==> src/rtl/aap_pkg.sv <==
// Shared definitions for the AAP fetch front end: instruction word width,
// program-counter defaults, long-instruction flag position and fetch FSM states.
package aap_pkg;

  localparam int unsigned INSN_W       = 16;
  localparam int unsigned PC_W_DEF     = 24;
  localparam logic [23:0] RESET_PC_DEF = 24'h000000;

  // Bit of the first instruction word that marks a 32-bit (two-word) instruction.
  localparam int unsigned LONG_BIT     = 15;

  typedef enum logic [1:0] {
    ST_IDLE = 2'd0,
    ST_RUN  = 2'd1,
    ST_HALT = 2'd2
  } fetch_state_e;

  function automatic logic is_long_word(input logic [INSN_W-1:0] w);
    return w[LONG_BIT];
  endfunction

endpackage

==> src/rtl/aap_fetch_fifo.sv <==
// Instruction-word buffer for the fetch stage: synchronous FIFO with flush,
// single-word push and one- or two-word pop. Head and head+1 are exposed so a
// long instruction can be presented in a single cycle.
// Build option: AAP_FETCH_LONG_INSN_EN adds the two-word pop and head+1 output.
module aap_fetch_fifo
  import aap_pkg::*;
#(
  parameter int unsigned DEPTH = 4,
  parameter int unsigned W     = INSN_W
) (
  input  logic                     i_clk,
  input  logic                     i_rst_n,
  input  logic                     i_flush,
  input  logic                     i_push,
  input  logic [W-1:0]             i_wdata,
  input  logic                     i_pop1,
`ifdef AAP_FETCH_LONG_INSN_EN
  input  logic                     i_pop2,
  output logic [W-1:0]             o_next,
`endif
  output logic [$clog2(DEPTH):0]   o_count,
  output logic [W-1:0]             o_head
);

  localparam int unsigned AW    = $clog2(DEPTH);
  localparam int unsigned CNT_W = AW + 1;

  logic [W-1:0]  r_mem [DEPTH];
  logic [AW-1:0] r_rd_ptr;
  logic [AW-1:0] r_wr_ptr;
  logic [AW:0]   r_count;
  logic [AW:0]   w_pop_n;
  logic [AW:0]   w_push_n;

`ifdef AAP_FETCH_LONG_INSN_EN
  assign w_pop_n = i_pop2 ? CNT_W'(2) : (i_pop1 ? CNT_W'(1) : '0);
`else
  assign w_pop_n = i_pop1 ? CNT_W'(1) : '0;
`endif
  assign w_push_n = i_push ? CNT_W'(1) : '0;

  // Storage write; data is not reset, validity is tracked by the count alone.
  always_ff @(posedge i_clk) begin
    if (i_push && !i_flush) begin
      r_mem[r_wr_ptr] <= i_wdata;
    end
  end

  // Pointer and occupancy update; flush wins over same-cycle push/pop.
  always_ff @(posedge i_clk or negedge i_rst_n) begin
    if (!i_rst_n) begin
      r_rd_ptr <= '0;
      r_wr_ptr <= '0;
      r_count  <= '0;
    end else if (i_flush) begin
      r_rd_ptr <= '0;
      r_wr_ptr <= '0;
      r_count  <= '0;
    end else begin
      if (i_push) begin
        r_wr_ptr <= r_wr_ptr + AW'(1);
      end
      // Depth is a power of two, so pointer overflow wraps modulo DEPTH.
      r_rd_ptr <= r_rd_ptr + w_pop_n[AW-1:0];
      r_count  <= r_count + w_push_n - w_pop_n;
    end
  end

  assign o_count = r_count;
  assign o_head  = r_mem[r_rd_ptr];
`ifdef AAP_FETCH_LONG_INSN_EN
  assign o_next  = r_mem[r_rd_ptr + AW'(1)];
`endif

endmodule

==> src/rtl/aap_fetch_stage.sv <==
// AAP fetch stage: issues word-addressed instruction-memory requests, buffers
// returned words, assembles short/long instructions for the decoder with a
// valid/ready handshake, and handles branch redirect and halt.
// Build option: AAP_FETCH_LONG_INSN_EN enables 32-bit instruction assembly;
// without it every word is presented as a short instruction.
module aap_fetch_stage
  import aap_pkg::*;
#(
  parameter int unsigned     PC_W       = PC_W_DEF,
  parameter int unsigned     FIFO_DEPTH = 4,
  parameter logic [PC_W-1:0] RESET_PC   = PC_W'(RESET_PC_DEF)
) (
  input  logic              speedy_clock,
  input  logic              reset_n,
  output logic              imem_req,
  output logic [PC_W-1:0]   imem_addr,
  input  logic              imem_ready,
  input  logic              imem_rvalid,
  input  logic [INSN_W-1:0] imem_rdata,
  input  logic              redirect_valid,
  input  logic [PC_W-1:0]   redirect_pc,
  input  logic              halt_req,
  output logic [INSN_W-1:0] fetchoutput,
  output logic [INSN_W-1:0] fetchoutput_hi,
  output logic              fetch_valid,
  output logic              fetch_is_long,
  output logic [PC_W-1:0]   fetch_pc,
  input  logic              decode_ready
);

  localparam int unsigned CW    = $clog2(FIFO_DEPTH) + 1;
  localparam int unsigned OCC_W = CW + 1;
  localparam logic [CW:0] DEPTH_C = OCC_W'(FIFO_DEPTH);

  fetch_state_e      r_state;
  logic [PC_W-1:0]   r_fetch_pc;
  logic [PC_W-1:0]   r_head_pc;
  logic              r_inflight;
  logic              r_drop;

  logic [CW-1:0]     w_count;
  logic [INSN_W-1:0] w_head;
  logic [CW:0]       w_occupancy;
  logic              w_req;
  logic              w_accept;
  logic              w_push;
  logic              w_pop;
  logic              w_valid;
  logic [PC_W-1:0]   w_pop_words;
`ifdef AAP_FETCH_LONG_INSN_EN
  logic [INSN_W-1:0] w_next;
  logic              w_long;
`endif

  // Words buffered plus the one owed by memory must fit, so the FIFO never overflows.
  assign w_occupancy = {1'b0, w_count} + {{CW{1'b0}}, r_inflight};
  assign w_req       = (r_state == ST_RUN) && (w_occupancy < DEPTH_C);
  assign w_accept    = w_req && imem_ready && !redirect_valid;
  // A response is only kept if it matches an accepted request of the current stream.
  assign w_push      = imem_rvalid && r_inflight && !r_drop && !redirect_valid;

`ifdef AAP_FETCH_LONG_INSN_EN
  assign w_long         = is_long_word(w_head);
  assign w_valid        = w_long ? (w_count >= CW'(2)) : (w_count != '0);
  assign w_pop_words    = w_long ? PC_W'(2) : PC_W'(1);
  assign fetchoutput_hi = (w_valid && w_long) ? w_next : '0;
  assign fetch_is_long  = w_valid && w_long;
`else
  assign w_valid        = (w_count != '0);
  assign w_pop_words    = PC_W'(1);
  assign fetchoutput_hi = '0;
  assign fetch_is_long  = 1'b0;
`endif

  assign w_pop       = w_valid && decode_ready && !redirect_valid;

  assign fetchoutput = w_valid ? w_head : '0;
  assign fetch_valid = w_valid;
  assign fetch_pc    = r_head_pc;
  assign imem_req    = w_req;
  assign imem_addr   = r_fetch_pc;

  aap_fetch_fifo #(
    .DEPTH (FIFO_DEPTH),
    .W     (INSN_W)
  ) u_fifo (
    .i_clk   (speedy_clock),
    .i_rst_n (reset_n),
    .i_flush (redirect_valid),
    .i_push  (w_push),
    .i_wdata (imem_rdata),
    .i_pop1  (w_pop),
`ifdef AAP_FETCH_LONG_INSN_EN
    .i_pop2  (w_pop && w_long),
    .o_next  (w_next),
`endif
    .o_count (w_count),
    .o_head  (w_head)
  );

  // Fetch control FSM: one idle cycle out of reset, then run/halt on halt_req.
  always_ff @(posedge speedy_clock or negedge reset_n) begin
    if (!reset_n) begin
      r_state <= ST_IDLE;
    end else begin
      case (r_state)
        ST_IDLE: r_state <= ST_RUN;
        ST_RUN:  if (halt_req)  r_state <= ST_HALT;
        ST_HALT: if (!halt_req) r_state <= ST_RUN;
        default: r_state <= ST_IDLE;
      endcase
    end
  end

  // Fetch/head program counters, in-flight tracking and stale-response discard.
  always_ff @(posedge speedy_clock or negedge reset_n) begin
    if (!reset_n) begin
      r_fetch_pc <= RESET_PC;
      r_head_pc  <= RESET_PC;
      r_inflight <= 1'b0;
      r_drop     <= 1'b0;
    end else if (redirect_valid) begin
      r_fetch_pc <= redirect_pc;
      r_head_pc  <= redirect_pc;
      r_inflight <= 1'b0;
      // Memory may still answer a request of the old stream: one accepted this
      // cycle (it saw the handshake even though we ignore it), or one whose data
      // has not arrived yet. That answer is marked for discard.
      r_drop     <= (w_req && imem_ready) || ((r_inflight || r_drop) && !imem_rvalid);
    end else begin
      if (w_accept) begin
        r_fetch_pc <= r_fetch_pc + PC_W'(1);
      end
      if (w_pop) begin
        r_head_pc <= r_head_pc + w_pop_words;
      end
      r_inflight <= w_accept;
      if (imem_rvalid) begin
        r_drop <= 1'b0;
      end
    end
  end

endmodule

==> config.mk <==
export PLATFORM = sky130hd
export DESIGN_NAME = aap_fetch_stage
export DESIGN_NICKNAME = d
export VERILOG_FILES = /design/src/rtl/aap_pkg.sv /design/src/rtl/aap_fetch_fifo.sv /design/src/rtl/aap_fetch_stage.sv
export SDC_FILE = /design/constraint.sdc
export NUM_CORES = 1
export LEC_CHECK = 0
export CELL_PAD_IN_SITES_DETAIL_PLACEMENT = 0
export CELL_PAD_IN_SITES_GLOBAL_PLACEMENT = 1
export CORE_ASPECT_RATIO = 1.5
export CORE_MARGIN = 2
export CORE_UTILIZATION = 40
export DETAILED_ROUTE_END_ITERATION = 7
export DONT_BUFFER_PORTS = 1
export PLACE_DENSITY_LB_ADDON = 0.1
export SLEW_MARGIN = 10
export SYNTH_ARGS = -nofsm -noshare
export SYNTH_HDL_FRONTEND = slang
export SYNTH_SLANG_ARGS = --single-unit
export TNS_END_PERCENT = 20
==> constraint.sdc <==
create_clock -name speedy_clock -period 2.41 [get_ports speedy_clock]
set_input_delay 0.241 -clock speedy_clock [delete_from_list [all_inputs] [get_ports speedy_clock]]
set_output_delay 0.241 -clock speedy_clock [all_outputs]
set_load 0.03 [all_outputs]
==> reports/metrics.sh, run 1 <==
INITIALDRTVIOLATIONCOUNT=166
TIMING.FINAL.HOLD_VIOLATIONS=0
WORSTHOLDPATHTYPE='primary input to register'
MAX_STAGE_DELAY_NS=0.73
FINALCRITICALPERIOD_NS=2.24
PEAKVDDDROP_uV=422
SETUP_CRIT_END_KIND='output port'
CRIT_PATH_MAX_FANOUT=17
MOST_USED_CELLS_IN_THE_LAYOUT_EXCLUDING_FILL_AND_TAP_CELLS='64 x sky130_fd_sc_hd__edfxtp_1, 59 x sky130_fd_sc_hd__dfrtp_1, 55 x sky130_fd_sc_hd__buf_4, 39 x sky130_fd_sc_hd__dlygate4sd3_1, 33 x sky130_fd_sc_hd__mux2_2'
CTS-ROOT-TO-SINK-BUFFERS=2
CP_NUM_CELLS=2
FLOORPLAN.DIE_AREA_SQ_UM=16000
CRIT_TYPE='register to output port'
YS_ASYNC_SR_FRACTION_PCT=48.0
GRT_FIRST_PASS_WIRELENGTH_UM=22900
POST_SYNTH_FA_HA_MAJ_AREA_FRACTION_PCT=2.43
ROWS=54
SYNTH_SIMPLE_GATE_AREA_SHARE_PCT=13.7
LAYOUT_COMMONEST_CELL='sky130_fd_sc_hd__edfxtp_1'
PRE_CTS_SLACK_NS=0.282
SYNTH_ENABLE_FLOP_CELLS=64
GRT_PASS1_VIAS=4203
SYNTHCELLS=449
ROUTED_WIRE_LENGTH_PER_INSTANCE_UM=19.0
CRITICAL_PATH_ARRIVAL_NS=2.00
DP.FINAL_HPWL_UM=9970
SETUP_TOTAL_NEGATIVE_SLACK_NS=0
SYNTH_COMPOUND_GATE_AREA_SHARE_PCT=2.80
HEADROOM_TO_THE_MAX_SLEW_LIMIT_PCT=47.4
TIMING.HOLD.WORST_ENDPOINT='fetch_pc[23]'
PATH_CLK_SLEW_NS=0.06
R2R_SLACK_NS=0.25
R2R_END='u_fifo.o_count[2]'
MIN_PATH_CELLS=2
FINAL_CELLS=755
DETAIL-ROUTE-ANTENNA-NETS=0
INSERTION_DELAY_OF_THE_LATER_CLOCKED_PIN_IN_THE_WORST_SKEW_PAIR_NS=0.41
MAX_FREQ_MHz=446
POWER_LEAKAGE_nW=2.96
GLOBALROUTEOVERFLOWTOTAL=0
STATUS='completed'
DETAIL_ROUTE.VIAS_PER_CELL=5.12
TOTAL_ROUTED_LENGTH_UM=14300
YOSYS_MOST_USED_DFF='sky130_fd_sc_hd__edfxtp_1'
LAYOUT_NETS=604
GRT_ANTENNA_BEFORE_REPAIR=0
CTS_BUFFERS=17
LAYOUT_WORST_PATH_CYCLE_SHARE_PCT=93.0
GROUTE.USAGE.OVERALL_PCT=18.8
CRITICAL_PATH_BUF_INV_COUNT=0
CTS_MAX_LEVEL=4
GRT_START_MAX_NET_PINS=60
CORE_REGION_AREA_SQ_UM=14600
NUMCLOCKSINKS=123
PLACED_CELLS_INCL_TAPS=683
MAX-CAP-VIOLATIONS=0
DESIGN.PORTCOUNT=130
POST_SYNTH_XOR_AREA_FRACTION_PCT=6.59
WORSTHOLDSTART='redirect_pc[23]'
CRIT_PATH_CELL_TRACE='or3_1, and2_1'
MUXSHAREOFSYNTHAREA_PCT=13.3
YS_WARN_COUNT=0
TIMING.CRITICAL_PATH.FROM_TYPE='register'
RSZ0062_AT_GRT='false'
SYNTH_SEQ_AREA_SHARE_PCT=56.8
YS_FF_LATCH=123
WORSTMARGINPINSLEW_NS=0.789
ROOT_BUFFER='sky130_fd_sc_hd__clkbuf_16'
POST-CTS-SETUP-BUFFER-COUNT=0
PORT_BUFFERS=0
DIE-WIDTH_UM=104
TRITONCTS_CLOCK_TREE='yes'
AREA_GROWTH_PCT=26.0
SLOWEST_STAGE='sky130_fd_sc_hd__or3_1'
DIE_HEIGHT_UM=154
DRIVE_GT1_SHARE_PCT=25.1
FINAL_CLOCK_SKEW_NS=0.0131
CRIT_FAMILY='simple AND/OR/NAND/NOR gates'
DRTPASS1ITERATIONS=4
COMBINATIONAL_FAMILY_WITH_THE_MOST_AREA_AFTER_SYNTHESIS='simple AND/OR/NAND/NOR gates'
DRC=0
RR_STARTPOINT='u_fifo.o_count[1]'
SETUP_VIOL_COUNT_FINAL=0
INITIAL_UTILIZATION_PCT=41.0
REG2REGPATHDEPTH=9
WORST-ENDPOINT-REQUIRED_NS=2.17
VIA_COUNT=3862
POWER.DENSITY_CELL_AREA_nW_PER_UM2=903
FINALWORSTSETUPSLACK_NS=0.170
SYNTHESIS.AREA_PER_INSTANCE_SQ_UM=13.3
SYNTHDISTINCTLIBCELLS=49
MAXSLEWVIOLCOUNT=0
ROUTABILITYCONGESTION=0.762
SYNTHESIS.AREA_SQ_UM=5980
==> cell usage after synthesis, drive strengths merged, types with 5 or more instances <==
| cell | instances | area share (%) |
|---|---|---|
| nor2b | 5 | 0.52 |
| dfrtp | 59 | 25 |
| mux2i | 5 | 0.84 |
| clkbuf | 13 | 0.82 |
| nand4 | 13 | 1.4 |
| xnor2 | 15 | 2.2 |
| nor2 | 14 | 0.88 |
| mux2 | 34 | 6.5 |
| xor2 | 30 | 4.4 |
| edfxtp | 64 | 32 |
| nand3 | 16 | 1.4 |
| ha | 10 | 2.1 |
| buf | 20 | 2.5 |
| nor4 | 24 | 2.8 |
| nand2 | 13 | 0.82 |
| mux4 | 16 | 6.0 |
| and2 | 21 | 2.2 |
| inv | 17 | 1.1 |
| nor3 | 17 | 1.4 |
==> report_power, final <==
part | internal (mW) | total [mW] | leakage (nW) | switching (mW)
Combinational | 0.562 | 1.63 | 1.39 | 1.07
Clock | 1.72 | 2.64 | 0.293 | 0.924
Sequential | 2.36 | 2.53 | 1.28 | 0.174
==> kinds of logic (layout without fill, tap and decap cells) <==
group,Yosys count,after routing
xor gates and xnor gates,45,45
buffers and inverters,50,143
DFF,123,123
and+or+nand+nor,142,142
adders and majority gates,11,11
AOI/OAI and AO/OA,22,22
other,1,18
muxes,55,55
==> state kept, by name, indices dropped and copies added, names as in the netlist <==
name	count
r_state	2
u_fifo.o_count	3
u_fifo.r_mem	64
imem_addr	24
fetch_pc	24
u_fifo.r_rd_ptr	2
r_drop	1
u_fifo.r_wr_ptr	2
r_inflight	1
==> stage by stage <==
step / cell area [sq um] / hold slack, ns / util [%] / total power [mW]
floorplan: 6040 / -0.0546 / - / 3.73
global placement: 6510 / -0.0530 / 44.6 / 4.11
detailed placement: 6510 / -0.0530 / 44.6 / 4.13
CTS: 7530 / 0.0000359 / 51.6 / 6.91
global route: 7530 / 0.00466 / 51.6 / 7.10
finish: 7540 / 0.0169 / 51.6 / 6.81
==> layout make-up <==
cell class | instances | area, sq um
diodes | 1 | 2.50
clock buffers | 19 | 433
clock inverters | 12 | 171
fillers | 1299 | 7060
inverters | 17 | 63.8
multi-input cells | 292 | 2390
flip-flops and latches | 123 | 3400
well taps | 196 | 245
repair buffers | 95 | 831
==> layer usage <==
metal,wire length (um),up-vias,share of wire [%],track usage [%]
met5,0,-,0,0
met4,286,0,2.0,6.95
li1,-,1825,-,-
met3,619,21,4.3,4.75
met2,8250,93,58,35.8
met1,5180,1923,36,19.6
==> repair_timing <==
action,4_1_cts,5_1_grt
endpoints found under the hold margin,173,0
hold buffers,40,0
gates resized for setup,0,0
==> how the worst max path moves through the flow <==
stage	from	endpoint	slack, ns
after floorplan	u_fifo.o_count[1]	u_fifo.o_count[2]	0.09
after CTS	u_fifo.o_count[1]	fetchoutput[2]	0.12
after global placement	u_fifo.o_count[1]	u_fifo.o_count[2]	0.35
after global routing	u_fifo.o_count[1]	fetchoutput[3]	0.04
after detailed placement	u_fifo.o_count[1]	u_fifo.o_count[2]	0.28
final	u_fifo.o_count[1]	fetchoutput[10]	0.17
Note: power is estimated with default switching activity, not from simulation.
==> inputs of run 2 (changes only) <==
- CORE_MARGIN: 2 -> 1.5
- SLEW_MARGIN: 10 -> not set
==> reports/metrics.sh, run 2 (synthesis results as in run 1) <==
WORSTMARGINPINSLEW_NS=0.803  # was 0.789 ns
DETAIL_ROUTE.VIAS_PER_CELL=5.09  # was 5.12
FINAL_CELLS=758  # was 755
CRIT_PATH_CELL_TRACE='or3_1, and2_1'  # unchanged
LAYOUT_NETS=607  # was 604
CORE_REGION_AREA_SQ_UM=14600  # unchanged
INITIAL_UTILIZATION_PCT=41.0  # unchanged
ROWS=54  # unchanged
TIMING.FINAL.HOLD_VIOLATIONS=0  # unchanged
PEAKVDDDROP_uV=426  # was 422 uV
SETUP_VIOL_COUNT_FINAL=0  # unchanged
CTS-ROOT-TO-SINK-BUFFERS=2  # unchanged
INITIALDRTVIOLATIONCOUNT=133  # was 166
DRTPASS1ITERATIONS=4  # unchanged
DP.FINAL_HPWL_UM=9900  # was 9970 um
LAYOUT_WORST_PATH_CYCLE_SHARE_PCT=93.4  # was 93.0%
CRIT_PATH_MAX_FANOUT=17  # unchanged
GRT_START_MAX_NET_PINS=60  # unchanged
MULTI_INPUT_COMB_AREA_SQ_UM=2390  # unchanged
TRITONCTS_CLOCK_TREE='yes'  # unchanged
SETUP_TOTAL_NEGATIVE_SLACK_NS=0  # unchanged
WORST-ENDPOINT-REQUIRED_NS=2.17  # about the same
SETUP_CRIT_END_KIND='output port'  # unchanged
RSZ0062_AT_GRT='false'  # unchanged
ROUTABILITYCONGESTION=0.772  # was 0.762
TIMING.CRITICAL_PATH.FROM_TYPE='register'  # unchanged
GRT_FIRST_PASS_WIRELENGTH_UM=22400  # was 22,900 um
GRT_PASS1_VIAS=4305  # was 4,203
INSERTION_DELAY_OF_THE_LATER_CLOCKED_PIN_IN_THE_WORST_SKEW_PAIR_NS=0.42  # was 0.41 ns
SLOWEST_STAGE='sky130_fd_sc_hd__or3_1'  # unchanged
MOST_USED_CELLS_IN_THE_LAYOUT_EXCLUDING_FILL_AND_TAP_CELLS='64 x sky130_fd_sc_hd__edfxtp_1, 59 x sky130_fd_sc_hd__dfrtp_1, 56 x sky130_fd_sc_hd__buf_4, 41 x sky130_fd_sc_hd__dlygate4sd3_1, 33 x sky130_fd_sc_hd__mux2_2'  # was 64 x sky130_fd_sc_hd__edfxtp_1, 59 x sky130_fd_sc_hd__dfrtp_1, 55 x sky130_fd_sc_hd__buf_4, 39 x sky130_fd_sc_hd__dlygate4sd3_1, 33 x sky130_fd_sc_hd__mux2_2
CTS_BUFFERS=17  # unchanged
POST-CTS-SETUP-BUFFER-COUNT=0  # unchanged
VIA_COUNT=3857  # was 3,862
PLACED_CELLS_INCL_TAPS=684  # was 683
FLOORPLAN.DIE_AREA_SQ_UM=15700  # was 16,000 sq um
CRITICAL_PATH_BUF_INV_COUNT=0  # unchanged
REGISTER_AREA_SQ_UM=3400  # unchanged
POWER_LEAKAGE_nW=2.99  # was 2.96 nW
LARGEST-REGISTER='u_fifo.r_mem'  # unchanged
DRC=0  # unchanged
NUM_ANTENNA_CELLS=0  # was 1
MAX_FREQ_MHz=444  # was 446 MHz
TOTAL_ROUTED_LENGTH_UM=14200  # was 14,300 um
NFILLCELLS=1306  # was 1,299
GRT_ANTENNA_BEFORE_REPAIR=0  # unchanged
HEADROOM_TO_THE_MAX_SLEW_LIMIT_PCT=46.5  # was 47.4%
ROUTED_WIRE_LENGTH_PER_INSTANCE_UM=18.7  # was 19.0 um
DESIGN.PORTCOUNT=130  # unchanged
POST-LAYOUT-TOTAL-POWER_mW=6.94  # was 6.81 mW
PATH_CLK_SLEW_NS=0.06  # about the same
MAXSLEWVIOLCOUNT=0  # unchanged
PORT_BUFFERS=0  # unchanged
GLOBALROUTEOVERFLOWTOTAL=0  # unchanged
ROOT_BUFFER='sky130_fd_sc_hd__clkbuf_16'  # unchanged
MAX_STAGE_DELAY_NS=0.73  # about the same
MAX-CAP-VIOLATIONS=0  # unchanged
CTS_MAX_LEVEL=4  # unchanged
DRIVE_GT1_SHARE_PCT=25.8  # was 25.1%
CRIT_TYPE='register to output port'  # unchanged
LARGEST_REG_FLOPS=64  # unchanged
FINAL.HOLD.WORST_SLACK_NS=0.0146  # was 0.0169 ns
FINALCRITICALPERIOD_NS=2.25  # was 2.24 ns
WORSTHOLDPATHTYPE='primary input to register'  # unchanged
NUMCLOCKSINKS=123  # unchanged
STATUS='completed'  # unchanged
CRITICAL_PATH_ARRIVAL_NS=2.01  # was 2.00 ns
CRIT_FAMILY='simple AND/OR/NAND/NOR gates'  # unchanged
DIE_HEIGHT_UM=153  # was 154 um
DIE-WIDTH_UM=103  # was 104 um
DETAIL-ROUTE-ANTENNA-NETS=0  # unchanged
FINAL_CLOCK_SKEW_NS=0.0109  # was 0.0131 ns
PLACED_AREA_SQ_UM=6520  # was 6510 sq um
LAYOUT_COMMONEST_CELL='sky130_fd_sc_hd__edfxtp_1'  # unchanged
FINAL_DESIGN_AREA_NO_FILL_SQ_UM=7600  # was 7540 sq um
AREA_GROWTH_PCT=27.0  # was 26.0%
POWER.DENSITY_CELL_AREA_nW_PER_UM2=913  # was 903 nW/um^2
GROUTE.USAGE.OVERALL_PCT=19.1  # was 18.8%
## run 2: changes by cell type in the layout (fill, tap and decap cells not counted), sizes merged
cell	before	now
buf	56	57
clkbuf	19	18
clkinv	6	4
clkinvlp	1	2
diode	1	0
dlygate4sd3	39	41
inv	18	21
## run 2: layout make-up
type                            count  share of cell area [%]
Clock inverter                     14                    2.77
Timing Repair Buffer               98                    11.3
Multi-Input combinational cell    292                    31.5
Clock buffer                       18                    5.65
Inverter                           17                   0.840
Tap cell                          196                    3.23
Sequential cell                   123                    44.7
## run 2: final timing paths
kind                              startpoint                 to  slack (ns)  cells after the start
min in group asynchronous            reset_n       fetch_pc[10]        0.39                      2
min reg2reg                       r_state[1]         r_state[0]        0.51                      1
max reg2reg                u_fifo.o_count[1]  u_fifo.o_count[2]        0.26                      9
max                        u_fifo.o_count[1]     fetchoutput[8]        0.16                      2
max in group asynchronous            reset_n      imem_addr[22]        1.77                      2
min                                 halt_req         r_state[0]        0.01                      2
## run 2: per-stage QoR
step           setup WS [ns]  util (%)
2_1_floorplan         0.0882         -
3_3_place_gp           0.345      44.7
3_5_place_dp           0.286      44.7
4_1_cts                0.103      52.1
5_1_grt              0.00900      52.1
6_report               0.159      52.1
## run 2: metal layers
metal / vias to the layer above / track usage, % / wire length [um]
li1: 1828 / - / -
met1: 1919 / 19.7 / 5240
met2: 89 / 36.0 / 8050
met3: 21 / 4.50 / 622
met4: 0 / 7.59 / 271
met5: - / 0 / 0
## run 2: worst reg2reg max path: stages (launching register included)
cell	delay, ns
sky130_fd_sc_hd__dfrtp_1	0.45
sky130_fd_sc_hd__o31ai_1	0.34
sky130_fd_sc_hd__nor2_1	0.11
sky130_fd_sc_hd__ha_1	0.30
sky130_fd_sc_hd__inv_1	0.06
sky130_fd_sc_hd__ha_1	0.13
sky130_fd_sc_hd__inv_1	0.05
sky130_fd_sc_hd__fa_1	0.37
sky130_fd_sc_hd__xnor2_1	0.15
sky130_fd_sc_hd__nor2_1	0.05
## run 2: power by group
part	internal (mW)	switching (mW)
Clock	1.76	1.00
Sequential	2.36	0.188
Combinational	0.571	1.06
Total	4.69	2.25
## run 2: what timing repair did
item                      4_1_cts  5_1_grt
hold endpoints to repair      176        0
resized for setup               0        0
hold buffers                   42        0
